**src/rtl/cu_pkg.sv**
```systemverilog
// Shared definitions for the control unit: opcode map, FSM state encoding and
// the default memory-acknowledge wait limit.
package cu_pkg;

    localparam int ACK_TIMEOUT_DEFAULT = 15;

    localparam logic [3:0] OP_NOP = 4'h0;
    localparam logic [3:0] OP_LDA = 4'h1;
    localparam logic [3:0] OP_STA = 4'h2;
    localparam logic [3:0] OP_ADD = 4'h3;
    localparam logic [3:0] OP_SUB = 4'h4;
    localparam logic [3:0] OP_AND = 4'h5;
    localparam logic [3:0] OP_OR  = 4'h6;
    localparam logic [3:0] OP_JMP = 4'h7;
    localparam logic [3:0] OP_JZ  = 4'h8;
    localparam logic [3:0] OP_HLT = 4'hF;

    typedef enum logic [2:0] {
        IDLE,
        FETCH,
        DECODE,
        MEMRD,
        MEMWR,
        EXEC,
        FAULT
    } cu_state_e;

endpackage

```
**src/rtl/cu_timeout.sv**
```systemverilog
// Memory-ack wait counter: counts waiting cycles, flags the last permitted one
// so the FSM can leave for FAULT on the following edge.
module cu_timeout
    import cu_pkg::*;
#(
    parameter int LIMIT = ACK_TIMEOUT_DEFAULT
) (
    input  logic clock,
    input  logic reset,
    input  logic clear,
    input  logic enable,
    output logic expired
);

    logic [7:0] count_reg;

    always_ff @(posedge clock or negedge reset) begin
        if (!reset) begin
            count_reg <= '0;
        end else if (clear) begin
            count_reg <= '0;
        end else if (enable) begin
            count_reg <= count_reg + 8'd1;
        end
    end

    // Asserted during the LIMIT-th consecutive cycle without an acknowledge.
    assign expired = enable && !clear && (count_reg == 8'(LIMIT - 1));

endmodule

```
**src/rtl/control_unit.sv**
```systemverilog
// Multi-cycle CPU control unit: fetch/decode/memory/execute sequencing with
// memory-ack timeout, halt handling and retired-instruction counting.
module control_unit
    import cu_pkg::*;
#(
    parameter int ACK_TIMEOUT = ACK_TIMEOUT_DEFAULT
) (
    input  logic       clock,
    input  logic       reset,
    input  logic       start,
    input  logic [3:0] opcode,
    input  logic       zero,
    input  logic       mem_ack,
    output logic       mem_req,
    output logic       mem_read,
    output logic       mem_write,
    output logic       ir_load,
    output logic       pc_inc,
    output logic       pc_load,
    output logic       acc_load,
    output logic [3:0] alu_op,
    output logic       halted,
    output logic       fault,
    output logic [7:0] instr_count
);

    cu_state_e  state_reg, state_next;
    logic [3:0] op_reg;
    logic       halted_reg, halted_next;
    logic [7:0] count_reg;
    logic       waiting, wait_enable, wait_clear, expired, retire;

    // Leaving a wait state or seeing the ack both zero the counter, so every
    // FETCH/MEMRD/MEMWR visit starts counting from 0.
    assign waiting     = (state_reg == FETCH) || (state_reg == MEMRD) || (state_reg == MEMWR);
    assign wait_enable = waiting && !mem_ack;
    assign wait_clear  = !wait_enable;

    cu_timeout #(.LIMIT(ACK_TIMEOUT)) u_timeout (
        .clock   (clock),
        .reset   (reset),
        .clear   (wait_clear),
        .enable  (wait_enable),
        .expired (expired)
    );

    always_ff @(posedge clock or negedge reset) begin
        if (!reset) begin
            state_reg  <= IDLE;
            op_reg     <= '0;
            halted_reg <= 1'b0;
            count_reg  <= '0;
        end else begin
            state_reg  <= state_next;
            halted_reg <= halted_next;
            if (state_reg == DECODE) begin
                op_reg <= opcode;
            end
            if (retire) begin
                count_reg <= count_reg + 8'd1;
            end
        end
    end

    always_comb begin
        state_next  = state_reg;
        halted_next = halted_reg;
        mem_req     = 1'b0;
        mem_read    = 1'b0;
        mem_write   = 1'b0;
        ir_load     = 1'b0;
        pc_inc      = 1'b0;
        pc_load     = 1'b0;
        acc_load    = 1'b0;
        alu_op      = 4'h0;
        retire      = 1'b0;

        case (state_reg)
            IDLE: begin
                if (start) begin
                    state_next  = FETCH;
                    halted_next = 1'b0;
                end
            end
            FETCH: begin
                mem_req  = 1'b1;
                mem_read = 1'b1;
                if (mem_ack) begin
                    ir_load    = 1'b1;
                    state_next = DECODE;
                end else if (expired) begin
                    state_next = FAULT;
                end
            end
            DECODE: begin
                pc_inc = 1'b1;
                case (opcode)
                    OP_LDA, OP_ADD, OP_SUB, OP_AND, OP_OR: state_next = MEMRD;
                    OP_STA:                                state_next = MEMWR;
                    OP_JMP, OP_JZ:                         state_next = EXEC;
                    OP_HLT: begin
                        state_next  = IDLE;
                        halted_next = 1'b1;
                        retire      = 1'b1;
                    end
                    OP_NOP: begin
                        state_next = FETCH;
                        retire     = 1'b1;
                    end
                    default: begin
                        state_next = FETCH;
                        retire     = 1'b1;
                    end
                endcase
            end
            MEMRD: begin
                mem_req  = 1'b1;
                mem_read = 1'b1;
                if (mem_ack) begin
                    acc_load   = 1'b1;
                    alu_op     = op_reg;
                    retire     = 1'b1;
                    state_next = FETCH;
                end else if (expired) begin
                    state_next = FAULT;
                end
            end
            MEMWR: begin
                mem_req   = 1'b1;
                mem_write = 1'b1;
                if (mem_ack) begin
                    retire     = 1'b1;
                    state_next = FETCH;
                end else if (expired) begin
                    state_next = FAULT;
                end
            end
            EXEC: begin
                pc_load    = (op_reg == OP_JMP) || ((op_reg == OP_JZ) && zero);
                retire     = 1'b1;
                state_next = FETCH;
            end
            FAULT: begin
                state_next = FAULT;
            end
            default: begin
                state_next = IDLE;
            end
        endcase
    end

    assign halted      = halted_reg;
    assign fault       = (state_reg == FAULT);
    assign instr_count = count_reg;

endmodule

```
**config.mk**
```make
export PLATFORM = sky130hd
export DESIGN_NAME = control_unit
export DESIGN_NICKNAME = d
export VERILOG_FILES = /design/src/rtl/cu_pkg.sv /design/src/rtl/cu_timeout.sv /design/src/rtl/control_unit.sv
export SDC_FILE = /design/constraint.sdc
export NUM_CORES = 1
export LEC_CHECK = 0
export CORE_UTILIZATION = 54
export DETAILED_ROUTE_END_ITERATION = 8
export MAX_ROUTING_LAYER = met4
export PLACE_DENSITY = 0.87
export SLEW_MARGIN = 30
export SYNTH_ARGS = -nofsm -noshare
export SYNTH_HDL_FRONTEND = slang
export SYNTH_SLANG_ARGS = --single-unit
```
**constraint.sdc**
```tcl
create_clock -name clock -period 3.1 [get_ports clock]
set_input_delay 0.62 -clock clock [delete_from_list [all_inputs] [get_ports clock]]
set_output_delay 0.62 -clock clock [all_outputs]
set_load 0.02 [all_outputs]
```
==> results.sh <==
export IMPL_num_antenna_cells=0
export IMPL_setup_violations=0
export IMPL_most_common_layout_cells="clkdlybuf4s50_1, dfrtp_1, nor2_1"
export IMPL_syn_area_sq_um=1400
export IMPL_power_mw=1.48
export IMPL_fp_dieW_microns=52.9
export IMPL_dieHeight_microns=52.9
export IMPL_r2r_end="instr_count[1]"
export IMPL_final_max_slew_viol_count=0
export IMPL_start_util=0.569
export IMPL_cts_hold_buf=0
export IMPL_hpwl_microns=2110
export IMPL_relSlewSlack=0.700
export IMPL_final_common_cell="clkdlybuf4s50_1"
export IMPL_clock_skew_ns=0.0105
export IMPL_crit_type="flop to output pin"
export IMPL_crit_slowest_cell="dfrtp_1"
export IMPL_power_switching_uw=594
export IMPL_ys_warn_count=0
export IMPL_design_core_area_sq_um=2450
export IMPL_num_io_pins=30
export IMPL_met2_length_microns=1500
export IMPL_wire_per_inst_microns=14.4
export IMPL_post_cts_buffers=0
export IMPL_period_share=0.873
export IMPL_peakVddDrop_v=0.000691
export IMPL_drt_pass1_iterations=4
export IMPL_wl_met1_microns=1190
export IMPL_finalWeightedCongestion=0.890
export IMPL_io_buffers=29
export IMPL_numCtsBuffers=3
export IMPL_htree_levels=1
export IMPL_power_density_nw_per_um2=846
export IMPL_max_cap_violations=0
export IMPL_num_rows=18
export IMPL_status="complete, no violations"
export IMPL_hold_path_class="flop to flop"
export IMPL_min_delay_worst_endpoint="instr_count[6]"
export IMPL_cts_sinks=24
export IMPL_fp_dieArea_sq_um=2790
export IMPL_cts_resized=0
export IMPL_synthCells=141
export IMPL_track_usage=0.232
export IMPL_area_growth_pct=25.4
export IMPL_final_area_sq_um=1750
export IMPL_drt_iter0_drc=32
export IMPL_p_sw_frac=0.401
export IMPL_syn_nets=153
export IMPL_path_delay_family="flip-flops"
export IMPL_grt_pass1_wl_microns=4640
export IMPL_r2r_start="state_reg[2]"
export IMPL_cp_required_ns=2.48
export IMPL_hold_violations=0
export IMPL_yosysSeqAreaShare=0.430
export IMPL_num_fill_cells=177
export IMPL_cp_max_fo=13
export IMPL_rsz0062_at_grt="false"
export IMPL_drive_above_1_share=0.101
export IMPL_clock_latency_ns=0.32
export IMPL_place_area_sq_um=1700
export IMPL_synth_edf_count=0
export IMPL_critical_path_startpoint_type="flop"
export IMPL_drc=0
export IMPL_worstHoldStart="instr_count[6]"
export IMPL_postRouteAntennaNets=0
export IMPL_worst_path_buf_inv=1
export IMPL_tns_ns=0
export IMPL_p_seq_frac=0.384
export IMPL_p_int_uw=886
export IMPL_path_cells="nor3b_1 > or2_2 > clkdlybuf4s50_1"
export IMPL_reg2reg_depth=4
export IMPL_vias=1162
export IMPL_syn_area_per_cell_sq_um=9.90
export IMPL_critical_path_endpoint_type="output pin"
export IMPL_max_stage_delay_ns=0.62
export IMPL_yosys_register_bits=24
export IMPL_cts_clk_slew_worst_paths_ns=0.14
export IMPL_finalCriticalPeriod_ns=2.71
export IMPL_r2r_slack_ns=1.22
export IMPL_root_buffer="clkbuf_4"
export IMPL_power_frac_clock=0.152
export IMPL_wl_met3_microns=123
export IMPL_wirelength_microns=2870
export IMPL_hold_depth=1
export IMPL_fmax_mhz=370
export IMPL_ys_dominant_reg_cell="dfrtp_1"
export IMPL_ys_types=45
export IMPL_grt_max_degree=25
export IMPL_grt_pass1_vias=1071
export IMPL_synthArstFlopShare=1.00
export IMPL_cts_tree="yes"
export IMPL_cts_buffer_depth=2
export IMPL_worst_pin_slew_ns=0.446
export IMPL_p_leak_nw=0.703
export IMPL_arrival_ns=2.09
export IMPL_nets=182
export IMPL_grt_antenna_before_repair=0
export IMPL_avgViaCountPerCell=5.84
export IMPL_top_layer_used="met4"
export IMPL_grt_overflow=0
export IMPL_power_frac_comb=0.464
[power by group through the flow]
stage / Combinational, mW / Clock (mW) / Sequential, mW
2_1_floorplan: 0.429 / 0 / 0.571
3_3_place_gp: 0.662 / 0 / 0.564
3_5_place_dp: 0.684 / 0 / 0.574
4_1_cts: 0.690 / 0.229 / 0.567
5_1_grt: 0.742 / 0.244 / 0.585
6_report: 0.687 / 0.225 / 0.568
[cells in the mapped netlist (2+ instances only)]
library cell	instances	area share
and3b_1	2	0.013
nand4_1	2	0.0090
dfrtp_1	24	0.43
a211oi_2	2	0.018
ha_1	3	0.027
xnor2_1	2	0.013
a21oi_1	9	0.032
and3_1	3	0.013
clkbuf_1	2	0.0054
nor3_1	5	0.018
nand3b_1	2	0.011
buf_2	3	0.011
o21ai_0	2	0.0072
nand2_1	10	0.027
inv_1	3	0.0081
mux2_2	4	0.032
nand2b_1	2	0.0090
xor2_1	12	0.075
and4_1	2	0.013
and2_1	5	0.022
nand3_1	6	0.022
nor2_1	13	0.035
[through the flow]
step | cells | setup WS (ns) | utilization | hold slack, ns
floorplan | 141 | 1.19 | - | 0.324
CTS | 199 | 0.384 | 0.713 | 0.503
detailed placement | 195 | 0.388 | 0.692 | 0.485
finish | 199 | 0.394 | 0.713 | 0.499
global placement | 195 | 0.416 | 0.692 | 0.454
global route | 199 | 0.311 | 0.713 | 0.516
[worst max path at each step]
| stage | start | end | cells past startpoint |
|---|---|---|---|
| 2_1_floorplan | state_reg[0] | mem_req | 2 |
| 3_3_place_gp | mem_ack | alu_op[0] | 4 |
| 3_5_place_dp | mem_ack | alu_op[1] | 4 |
| 4_1_cts | mem_ack | alu_op[1] | 4 |
| 5_1_grt | state_reg[2] | mem_req | 3 |
| 6_report | state_reg[2] | mem_req | 3 |
[layout make-up]
type	instances	area, sq um	area share
clock buffers	3	22.5	0.0129
repair buffers	31	305	0.174
well taps	30	37.5	0.0214
multi-input cells	107	743	0.425
flip-flops and latches	24	601	0.343
clock inverters	1	30.0	0.0172
inverters	3	11.3	0.00643
[kinds of logic (layout without fill, tap and decap cells)]
logic type | after synthesis | after routing | share of synthesized area
and+or+nand+nor | 62 | 62 | 0.255
muxes | 5 | 5 | 0.0403
xor gates and xnor gates | 14 | 14 | 0.0878
adders and majority gates | 3 | 3 | 0.0269
DFF | 24 | 24 | 0.430
buffers and inverters | 10 | 38 | 0.0376
AOI/OAI and AO/OA | 23 | 23 | 0.122
[routing by layer]
metal	GRT usage	up-vias
li1	-	555
met1	0.272	552
met2	0.420	47
met3	0.0201	8
met4	0.0658	0
met5	-	-
Note: power is estimated with default switching activity, not from simulation.
